`src/rtl/dmem_master.sv`:
```
// -----------------------------------------------------------------------------
// dmem_master
//
// Bridges a single-outstanding CPU load/store request onto a simple
// ce/ready data-memory port. The request is checked for natural alignment,
// then either answered immediately with a misalign fault, or turned into one
// registered memory access that is held until mem_ready arrives or a cycle
// budget of TIMEOUT runs out. Load data is lane-selected and sign/zero
// extended. Stores return zero.
//
// Parameters
//   TIMEOUT       maximum cycles mem_ce stays high waiting for mem_ready
//
// Ports
//   clk, rst      clock, synchronous active-high reset
//   req_*         CPU request (valid, we, size, unsigned, addr, wdata)
//   busy          CPU stall: in ACCESS, and in IDLE while req_valid is high
//   resp_valid    one-cycle completion pulse
//   resp_rdata    extended load data (0 for stores and faults)
//   misalign      alignment fault, qualified by resp_valid
//   timeout_err   no-ready fault, qualified by resp_valid
//   mem_ce/we/addr/wr_data/byte_sel   registered memory request
//   mem_rd_data, mem_ready            memory response
// -----------------------------------------------------------------------------
module dmem_master #(
    parameter int unsigned TIMEOUT = 15
) (
    input  logic        clk,
    input  logic        rst,
    input  logic        req_valid,
    input  logic        req_we,
    input  logic [1:0]  req_size,
    input  logic        req_unsigned,
    input  logic [31:0] req_addr,
    input  logic [31:0] req_wdata,
    output logic        busy,
    output logic        resp_valid,
    output logic [31:0] resp_rdata,
    output logic        misalign,
    output logic        timeout_err,
    output logic        mem_ce,
    output logic        mem_we,
    output logic [31:0] mem_addr,
    output logic [31:0] mem_wr_data,
    output logic [3:0]  mem_byte_sel,
    input  logic [31:0] mem_rd_data,
    input  logic        mem_ready
);

    // Counter only needs to reach TIMEOUT-1.
    localparam int unsigned CntW = (TIMEOUT > 1) ? $clog2(TIMEOUT) : 1;

    typedef enum logic [1:0] {
        StIdle,
        StAccess,
        StResp
    } state_t;

    state_t            r_state,        w_state_next;
    logic [CntW-1:0]   r_count,        w_count_next;
    logic              r_mem_ce,       w_mem_ce_next;
    logic              r_mem_we,       w_mem_we_next;
    logic [31:0]       r_mem_addr,     w_mem_addr_next;
    logic [31:0]       r_mem_wr_data,  w_mem_wr_data_next;
    logic [3:0]        r_mem_byte_sel, w_mem_byte_sel_next;
    logic [1:0]        r_size,         w_size_next;
    logic              r_unsigned,     w_unsigned_next;
    logic              r_we,           w_we_next;
    logic [1:0]        r_lane,         w_lane_next;
    logic [31:0]       r_rdata,        w_rdata_next;
    logic              r_misalign,     w_misalign_next;
    logic              r_timeout,      w_timeout_next;

    logic              w_busy;
    logic              w_misaligned;
    logic [3:0]        w_req_byte_sel;
    logic [31:0]       w_req_wr_data;
    logic [31:0]       w_rd_shift;
    logic [31:0]       w_load_data;

    // ---------------------------------------------------------------------
    // Request decode (combinational on the live request inputs)
    // ---------------------------------------------------------------------
    always_comb begin
        w_misaligned   = 1'b0;
        w_req_byte_sel = 4'b1111;
        w_req_wr_data  = req_wdata;
        case (req_size)
            2'b00: begin
                w_req_byte_sel = 4'b0001 << req_addr[1:0];
                w_req_wr_data  = {4{req_wdata[7:0]}};
            end
            2'b01: begin
                w_misaligned   = req_addr[0];
                w_req_byte_sel = 4'b0011 << {req_addr[1], 1'b0};
                w_req_wr_data  = {2{req_wdata[15:0]}};
            end
            default: begin
                // 2'b11 behaves as a word access.
                w_misaligned   = (req_addr[1:0] != 2'b00);
                w_req_byte_sel = 4'b1111;
                w_req_wr_data  = req_wdata;
            end
        endcase
    end

    // ---------------------------------------------------------------------
    // Load lane extraction. Accesses are aligned, so shifting by lane*8
    // brings the addressed byte or halfword down to bit 0 in both cases.
    // ---------------------------------------------------------------------
    always_comb begin
        w_rd_shift  = mem_rd_data >> {r_lane, 3'b000};
        w_load_data = mem_rd_data;
        case (r_size)
            2'b00:   w_load_data = {{24{~r_unsigned & w_rd_shift[7]}}, w_rd_shift[7:0]};
            2'b01:   w_load_data = {{16{~r_unsigned & w_rd_shift[15]}}, w_rd_shift[15:0]};
            default: w_load_data = mem_rd_data;
        endcase
    end

    // ---------------------------------------------------------------------
    // State and datapath registers
    // ---------------------------------------------------------------------
    always_ff @(posedge clk) begin
        if (rst) begin
            r_state        <= StIdle;
            r_count        <= '0;
            r_mem_ce       <= 1'b0;
            r_mem_we       <= 1'b0;
            r_mem_addr     <= '0;
            r_mem_wr_data  <= '0;
            r_mem_byte_sel <= '0;
            r_size         <= '0;
            r_unsigned     <= 1'b0;
            r_we           <= 1'b0;
            r_lane         <= '0;
            r_rdata        <= '0;
            r_misalign     <= 1'b0;
            r_timeout      <= 1'b0;
        end else begin
            r_state        <= w_state_next;
            r_count        <= w_count_next;
            r_mem_ce       <= w_mem_ce_next;
            r_mem_we       <= w_mem_we_next;
            r_mem_addr     <= w_mem_addr_next;
            r_mem_wr_data  <= w_mem_wr_data_next;
            r_mem_byte_sel <= w_mem_byte_sel_next;
            r_size         <= w_size_next;
            r_unsigned     <= w_unsigned_next;
            r_we           <= w_we_next;
            r_lane         <= w_lane_next;
            r_rdata        <= w_rdata_next;
            r_misalign     <= w_misalign_next;
            r_timeout      <= w_timeout_next;
        end
    end

    // ---------------------------------------------------------------------
    // Next-state logic
    // ---------------------------------------------------------------------
    always_comb begin
        w_state_next        = r_state;
        w_count_next        = r_count;
        w_mem_ce_next       = r_mem_ce;
        w_mem_we_next       = r_mem_we;
        w_mem_addr_next     = r_mem_addr;
        w_mem_wr_data_next  = r_mem_wr_data;
        w_mem_byte_sel_next = r_mem_byte_sel;
        w_size_next         = r_size;
        w_unsigned_next     = r_unsigned;
        w_we_next           = r_we;
        w_lane_next         = r_lane;
        w_rdata_next        = r_rdata;
        w_misalign_next     = r_misalign;
        w_timeout_next      = r_timeout;
        w_busy              = 1'b0;

        case (r_state)
            StIdle: begin
                w_busy = req_valid;
                if (req_valid) begin
                    w_size_next     = req_size;
                    w_unsigned_next = req_unsigned;
                    w_we_next       = req_we;
                    w_lane_next     = req_addr[1:0];
                    w_rdata_next    = '0;
                    w_timeout_next  = 1'b0;
                    if (w_misaligned) begin
                        // Fault without touching memory.
                        w_misalign_next = 1'b1;
                        w_state_next    = StResp;
                    end else begin
                        w_misalign_next     = 1'b0;
                        w_count_next        = '0;
                        w_mem_ce_next       = 1'b1;
                        w_mem_we_next       = req_we;
                        w_mem_addr_next     = {req_addr[31:2], 2'b00};
                        w_mem_wr_data_next  = w_req_wr_data;
                        w_mem_byte_sel_next = w_req_byte_sel;
                        w_state_next        = StAccess;
                    end
                end
            end

            StAccess: begin
                w_busy = 1'b1;
                if (mem_ready || (r_count == CntW'(TIMEOUT - 1))) begin
                    // Either way the access ends: drop the whole memory request.
                    w_mem_ce_next       = 1'b0;
                    w_mem_we_next       = 1'b0;
                    w_mem_addr_next     = '0;
                    w_mem_wr_data_next  = '0;
                    w_mem_byte_sel_next = '0;
                    w_count_next        = '0;
                    w_state_next        = StResp;
                    if (mem_ready) begin
                        w_rdata_next = r_we ? 32'h0 : w_load_data;
                    end else begin
                        w_timeout_next = 1'b1;
                        w_rdata_next   = '0;
                    end
                end else begin
                    w_count_next = r_count + CntW'(1);
                end
            end

            StResp: begin
                // Response lasts one cycle; clear it so outputs idle at zero.
                w_rdata_next    = '0;
                w_misalign_next = 1'b0;
                w_timeout_next  = 1'b0;
                w_state_next    = StIdle;
            end

            default: begin
                w_state_next = StIdle;
            end
        endcase
    end

    // ---------------------------------------------------------------------
    // Outputs
    // ---------------------------------------------------------------------
    // busy is combinational from req_valid; hold it low while rst is asserted.
    assign busy         = w_busy & ~rst;
    assign resp_valid   = (r_state == StResp);
    assign resp_rdata   = r_rdata;
    assign misalign     = r_misalign;
    assign timeout_err  = r_timeout;
    assign mem_ce       = r_mem_ce;
    assign mem_we       = r_mem_we;
    assign mem_addr     = r_mem_addr;
    assign mem_wr_data  = r_mem_wr_data;
    assign mem_byte_sel = r_mem_byte_sel;

endmodule

```
`config.mk`:
```
export PLATFORM = sky130hd
export DESIGN_NAME = dmem_master
export DESIGN_NICKNAME = d
export VERILOG_FILES = /design/src/rtl/dmem_master.sv
export SDC_FILE = /design/constraint.sdc
export NUM_CORES = 1
export LEC_CHECK = 0
export BUFFER_PORTS_ARGS = -buffer_cell sky130_fd_sc_hd__buf_2
export CAP_MARGIN = 20
export CORE_MARGIN = 10
export CORE_UTILIZATION = 45
export DETAILED_ROUTE_END_ITERATION = 8
export MAX_ROUTING_LAYER = met4
export PLACE_DENSITY = 0.82
export REMOVE_ABC_BUFFERS = 1
export SYNTH_ARGS = -nofsm -noshare
export SYNTH_HDL_FRONTEND = slang
export SYNTH_SLANG_ARGS = --single-unit
export TNS_END_PERCENT = 5
```
`constraint.sdc`:
```
create_clock -name clk -period 4.5 [get_ports clk]
set_input_delay 0.225 -clock clk [delete_from_list [all_inputs] [get_ports clk]]
set_output_delay 0.225 -clock clk [all_outputs]
set_load 0.02 [all_outputs]
```
# Yosys cells after proc, flatten, opt, wreduce, memory -nomap -nowiden
# Cells that the tools add are included.
# classes
addsub	1
eq_ne	9
shifts	3
mux	43
bitwise_logic	5
reduce_logical	15
# op_table
op	n
32-bit two-way mux	9
32-bit one-hot mux with 2 select lines	4
32-bit one-hot mux with 3 select lines	1
32-bit by 5-bit right shift with 16-bit output	1
4-bit two-way mux	6
4-bit one-hot mux with 2 select lines	3
1-bit two-way mux	10
1-bit one-hot mux with 2 select lines	5
2-bit != test, second input constant	4
4-bit AND reduction	2
2-bit by 1-bit equality test with 1-bit output, second input constant	3
2-bit logical NOT	3
2-bit two-way mux	3
2-bit AND reduction	3
3-bit AND reduction	2
2-bit nonzero test	3
4-bit by 1-bit adder with 4-bit output, second input constant	1
4-bit equality test, second input constant	1
2-bit one-hot mux with 2 select lines	1
1-bit by 2-bit left shift with 4-bit output, first input constant	1
2-bit by 2-bit left shift with 4-bit output, first input constant	1
1-bit bitwise AND	3
1-bit one-hot mux with 3 select lines	1
3-bit nonzero test	1
other kinds (3)	4
# word_totals
register_bits	116
inputBits	104
output_inout_bits	106
word_cells	90

# Depth between registers and ports, before layout
# depth
depth_word	7
depth_mapped	8
mapped_depth_nobuf	6

# Worst setup path before layout
# OpenSTA, ideal clock, no wires.
# synth_timing
kind	reg-to-reg
startpoint	register r_count[0]
endpoint	register r_rdata[16] (netlist: resp_rdata[16])
setup_ns	0.122
arrival_time_ns	1.721
required_ns	4.378
path_slack_ns	2.657
path_stages_with_launch	9
path_buffers	2
synth_period_minus_slack_ns	1.843
cell_sequence	dfxtp_1 -> inv_1 -> ha_1 -> nand3_1 -> a221o_2 -> nor2b_4 -> buf_6 -> buf_6 -> a221o_1
# synth_between
elab_chain_len	4
# synth_rtl
item	line	rtl
start: declaration	60	logic [CntW-1:0] r_count, w_count_next;
start signal: assignment	142	r_count <= w_count_next;
4-bit equality test	207	if (mem_ready || (r_count == CntW'(TIMEOUT - 1))) begin
1-bit logical OR	207	
2-bit != test (no source line)	--	
3-bit AND reduction (no source line)	--	
end signal: assignment	152	r_rdata <= w_rdata_next;
end: declaration	70	logic [31:0] r_rdata, w_rdata_next;
# No other way between the ends.
# A chain may end at the register's enable or synchronous reset.

# Worst setup path after layout
# layout_timing
startpoint	register r_lane[1]
endpoint	register r_rdata[24] (netlist: resp_rdata[24])
# layout_between
elab_chain_len	7
word_cells_on_any_way	8
classes_between	shift (1); mux (5); bitwise (2)
# layout_rtl
item	line	rtl
start: declaration	69	logic [1:0] r_lane, w_lane_next;
start signal: assignment	151	r_lane <= w_lane_next;
32-bit by 5-bit right shift with 16-bit output *	112	w_rd_shift = mem_rd_data >> {r_lane, 3'b000};
1-bit bitwise AND, on equally long branches	116, 115	
32-bit one-hot mux with 2 select lines *	114	case (r_size)
32-bit two-way mux *	217	w_rdata_next = r_we ? 32'h0 : w_load_data;
32-bit two-way mux *	216	if (mem_ready) begin
32-bit two-way mux *	207	
32-bit one-hot mux with 3 select lines *	178	case (r_state)
# Every way passes the cells marked *; elsewhere a longest branch is shown, timed or not. The select of a mux whose other input is x is not followed.

==> impl_metrics.ini <==
[pwr]
leakagePower_nw = 3.30
power_per_cell_area_nw_per_um2 = 399
ir_drop_mv = 0.234
p_total_w = 0.00282

[timing]
max_freq_ghz = 0.389
finalSetupTns_ps = 0
worstMarginPinSlew_ps = 1020
finalSetupViolCount = 0
fin_crit_ps = 2570
finClkSkew_ps = 8.98
finalHoldViolations = 0
layout_setup_ws_ps = 1930
timing.final.crit_share = 0.571
slew_headroom = 0.320
rsz0062_at_grt = no
final-max-slew-violation-count = 0

[worst_setup_path]
reg2reg_from = r_lane[1]
timing.rr.end = resp_rdata[24]
start_kind = flop
crit_family = compound AO/OA/AOI/OAI gates
slowest_stage = dfxtp_1
worst_setup_path_end_kind = flop
path_max_fanout = 26
reg2regPathDepth = 4
critical_path_class = reg2reg
cp.depth = 4
arrival_ps = 3010
cp-startpoint = r_lane[1]
cp_data_required_time_ps = 4940
crit_path_max_incr_delay_ps = 840
r2r_slack_ps = 1930
crit_chain = nor2b_1, a2bb2oi_1, o21ai_2, a221o_1
crit_buf_inv = 0
crit_end = resp_rdata[24]

[run_status]
status = finished clean

[drt]
drt_wl_total_um = 17300
drt-initial-drc-count = 384
route.detailed.drc = 0
avgRoutedWirePerCell_um = 19.8
ant_nets = 0
drtPass1Iterations = 5
vias_per_cell = 5.61
num_vias = 4911

[placed_design]
place_inst = 765
hpwlAfterDp_um = 11300
dpl_worst_slack_ps = 1780
port_buffers = 207
place.gp.congestion = 0.847

[synthesis]
synth.ff_latch_count = 114
synth_area_um2 = 4720
synthCells = 459
synth_top_family_by_area = compound AO/OA/AOI/OAI gates
seq_area_frac_synth = 0.484
synthAdderAreaFrac = 0.00530
synth_edf_count = 0
synth-xor-area-share = 0
avgSynthCellArea_um2 = 10.3
synth_cell_types = 49
synth_compound_area_frac = 0.278
synth_flop_cell = dfxtp_1
async_flop_share = 0
yosysWarnings = 0
synth_mux_area_frac = 0.0748
yosys.area_share.simple = 0.106

[hold_path]
min_from = req_wdata[15]
worst_hold_path_type = in2reg
hold_path_depth = 3

[floorplan]
ios = 210
core-area_um2 = 10300
die_h_um = 122
start_util = 0.459
dieArea_um2 = 15000
die_w_um = 122
num_rows = 37

[clock_network]
root_buffer = clkbuf_8
cts_made_buffers = 17
cts_tree = done
path_clk_slew_ps = 60
h-tree-depth = 4
clockBufferDepth = 2
clk_latency_ps = 510
clock_sinks = 114

[global_routing]
grt_pass1_wl_um = 27000
grt_pass1_vias = 5160
grt-ovfl-total = 0
grt_start_max_net_pins = 50
grt_usage = 0.233
grt_antenna_before_repair = 3

[run]
max_cap_viol_count = 0

[finish]
final_cells = 875
drive_gt1_frac = 0.346
nNetsFinal = 825
area_delta_synth_final_pct = 49.8
[flip-flops by register name, summed over array words and instances (netlist names), 2 cells and up]
signal and count:
mem_addr 30, r_size 2, mem_byte_sel 4, r_state 2, r_lane 2, mem_wr_data 32
r_count 4, resp_rdata 32
[per-stage QoR]
step                instance area [um2]  utilization  hold WS [ps]
global route                       7060        0.687          15.0
floorplan                          4510            -           294
CTS                                7040        0.685          1.59
detailed placement                 5740        0.559           444
global placement                   5740        0.559           431
finish                             7070        0.688          23.0
[logic make-up after synthesis]
kind of cell / after synthesis
AO/OA/AOI/OAI: 165
AND/OR/NAND/NOR: 94
multiplexers: 34
flip-flops: 114
other: 1
buffers and inverters: 49
adder cells (fa/ha/maj): 2
[placed cells by master, fill, tap and decap left out, types with 3 or more instances in the layout]
cell           synthesis  routed
a21oi_1               23      23
a221o_1               25      25
a22o_1                49      49
a2bb2oi_1              8       8
buf_2                 15     207
buf_4                  5       3
clkbuf_16              0      16
clkbuf_8               0       3
clkinv_4               0       4
dfxtp_1              114     114
diode_2                0       7
dlygate4sd3_1          0      70
inv_1                  8       8
inv_6                  0       4
mux2i_1               33      33
nand2_1               36      36
nand2b_1              10      10
nand3_1               10      10
nor2_1                11      11
nor2b_1                4       4
nor3_1                 5       4
o2111ai_1              6       6
o211ai_1               6       6
o21ai_0               20      20
o2bb2ai_1             17      17
[synthesized netlist by cell type (10+ instances only)]
cell       count  area [um2]
buf_2         15        75.1
clkbuf_1      14        52.6
nand2_1       36         135
o2bb2ai_1     17         149
dfxtp_1      114        2280
a221o_1       25         250
nand3_1       10        50.1
mux2i_1       33         330
a21oi_1       23         115
o21ai_0       20         100
nor2_1        11        41.3
nand2b_1      10        62.6
a22o_1        49         429
[timing repair]
action,CTS,global route
resized for setup,0,0
setup endpoints to repair,0,0
buffers inserted,0,0
endpoints found under the hold margin,71,0
hold buffers,70,0
[report_power, final]
| part | switching, W | internal [W] | total, W |
|---|---|---|---|
| clock | 0.000502 | 0.000826 | 0.00133 |
| sequential | 0.0000366 | 0.00106 | 0.00109 |
| combinational | 0.000224 | 0.000176 | 0.000400 |
[per-layer routing]
layer	vias up	global-route usage	routed length, um
li1	2280	-	-
met4	0	0.0950	278
met3	27	0.0941	1820
met1	2328	0.258	6900
met2	276	0.367	8340
met5	-	-	0
[worst min path at each step]
stage                            endpoint  slack (ps)
after floorplan           mem_wr_data[31]         290
after global placement             mem_ce         430
after detailed placement           mem_ce         440
after CTS                 mem_wr_data[19]           2
after global routing       resp_rdata[31]          20
final                     mem_wr_data[15]          20
[area by class of cell]
cell class | instances | area [um2]
fill | 782 | 3210
sequential | 114 | 2280
multi-input combinational | 297 | 2200
timing repair buffer | 281 | 1770
clock buffer | 19 | 442
tap | 136 | 170
clock inverter | 13 | 150
inverter | 8 | 30.0
antenna | 7 | 17.5
[worst register-to-register path, stage by stage, from the launching register on]
cell       delay [ps]
dfxtp_1           840
nor2b_1           650
a2bb2oi_1         200
o21ai_2           610
a221o_1           220
(Power assumes the default switching activity.)
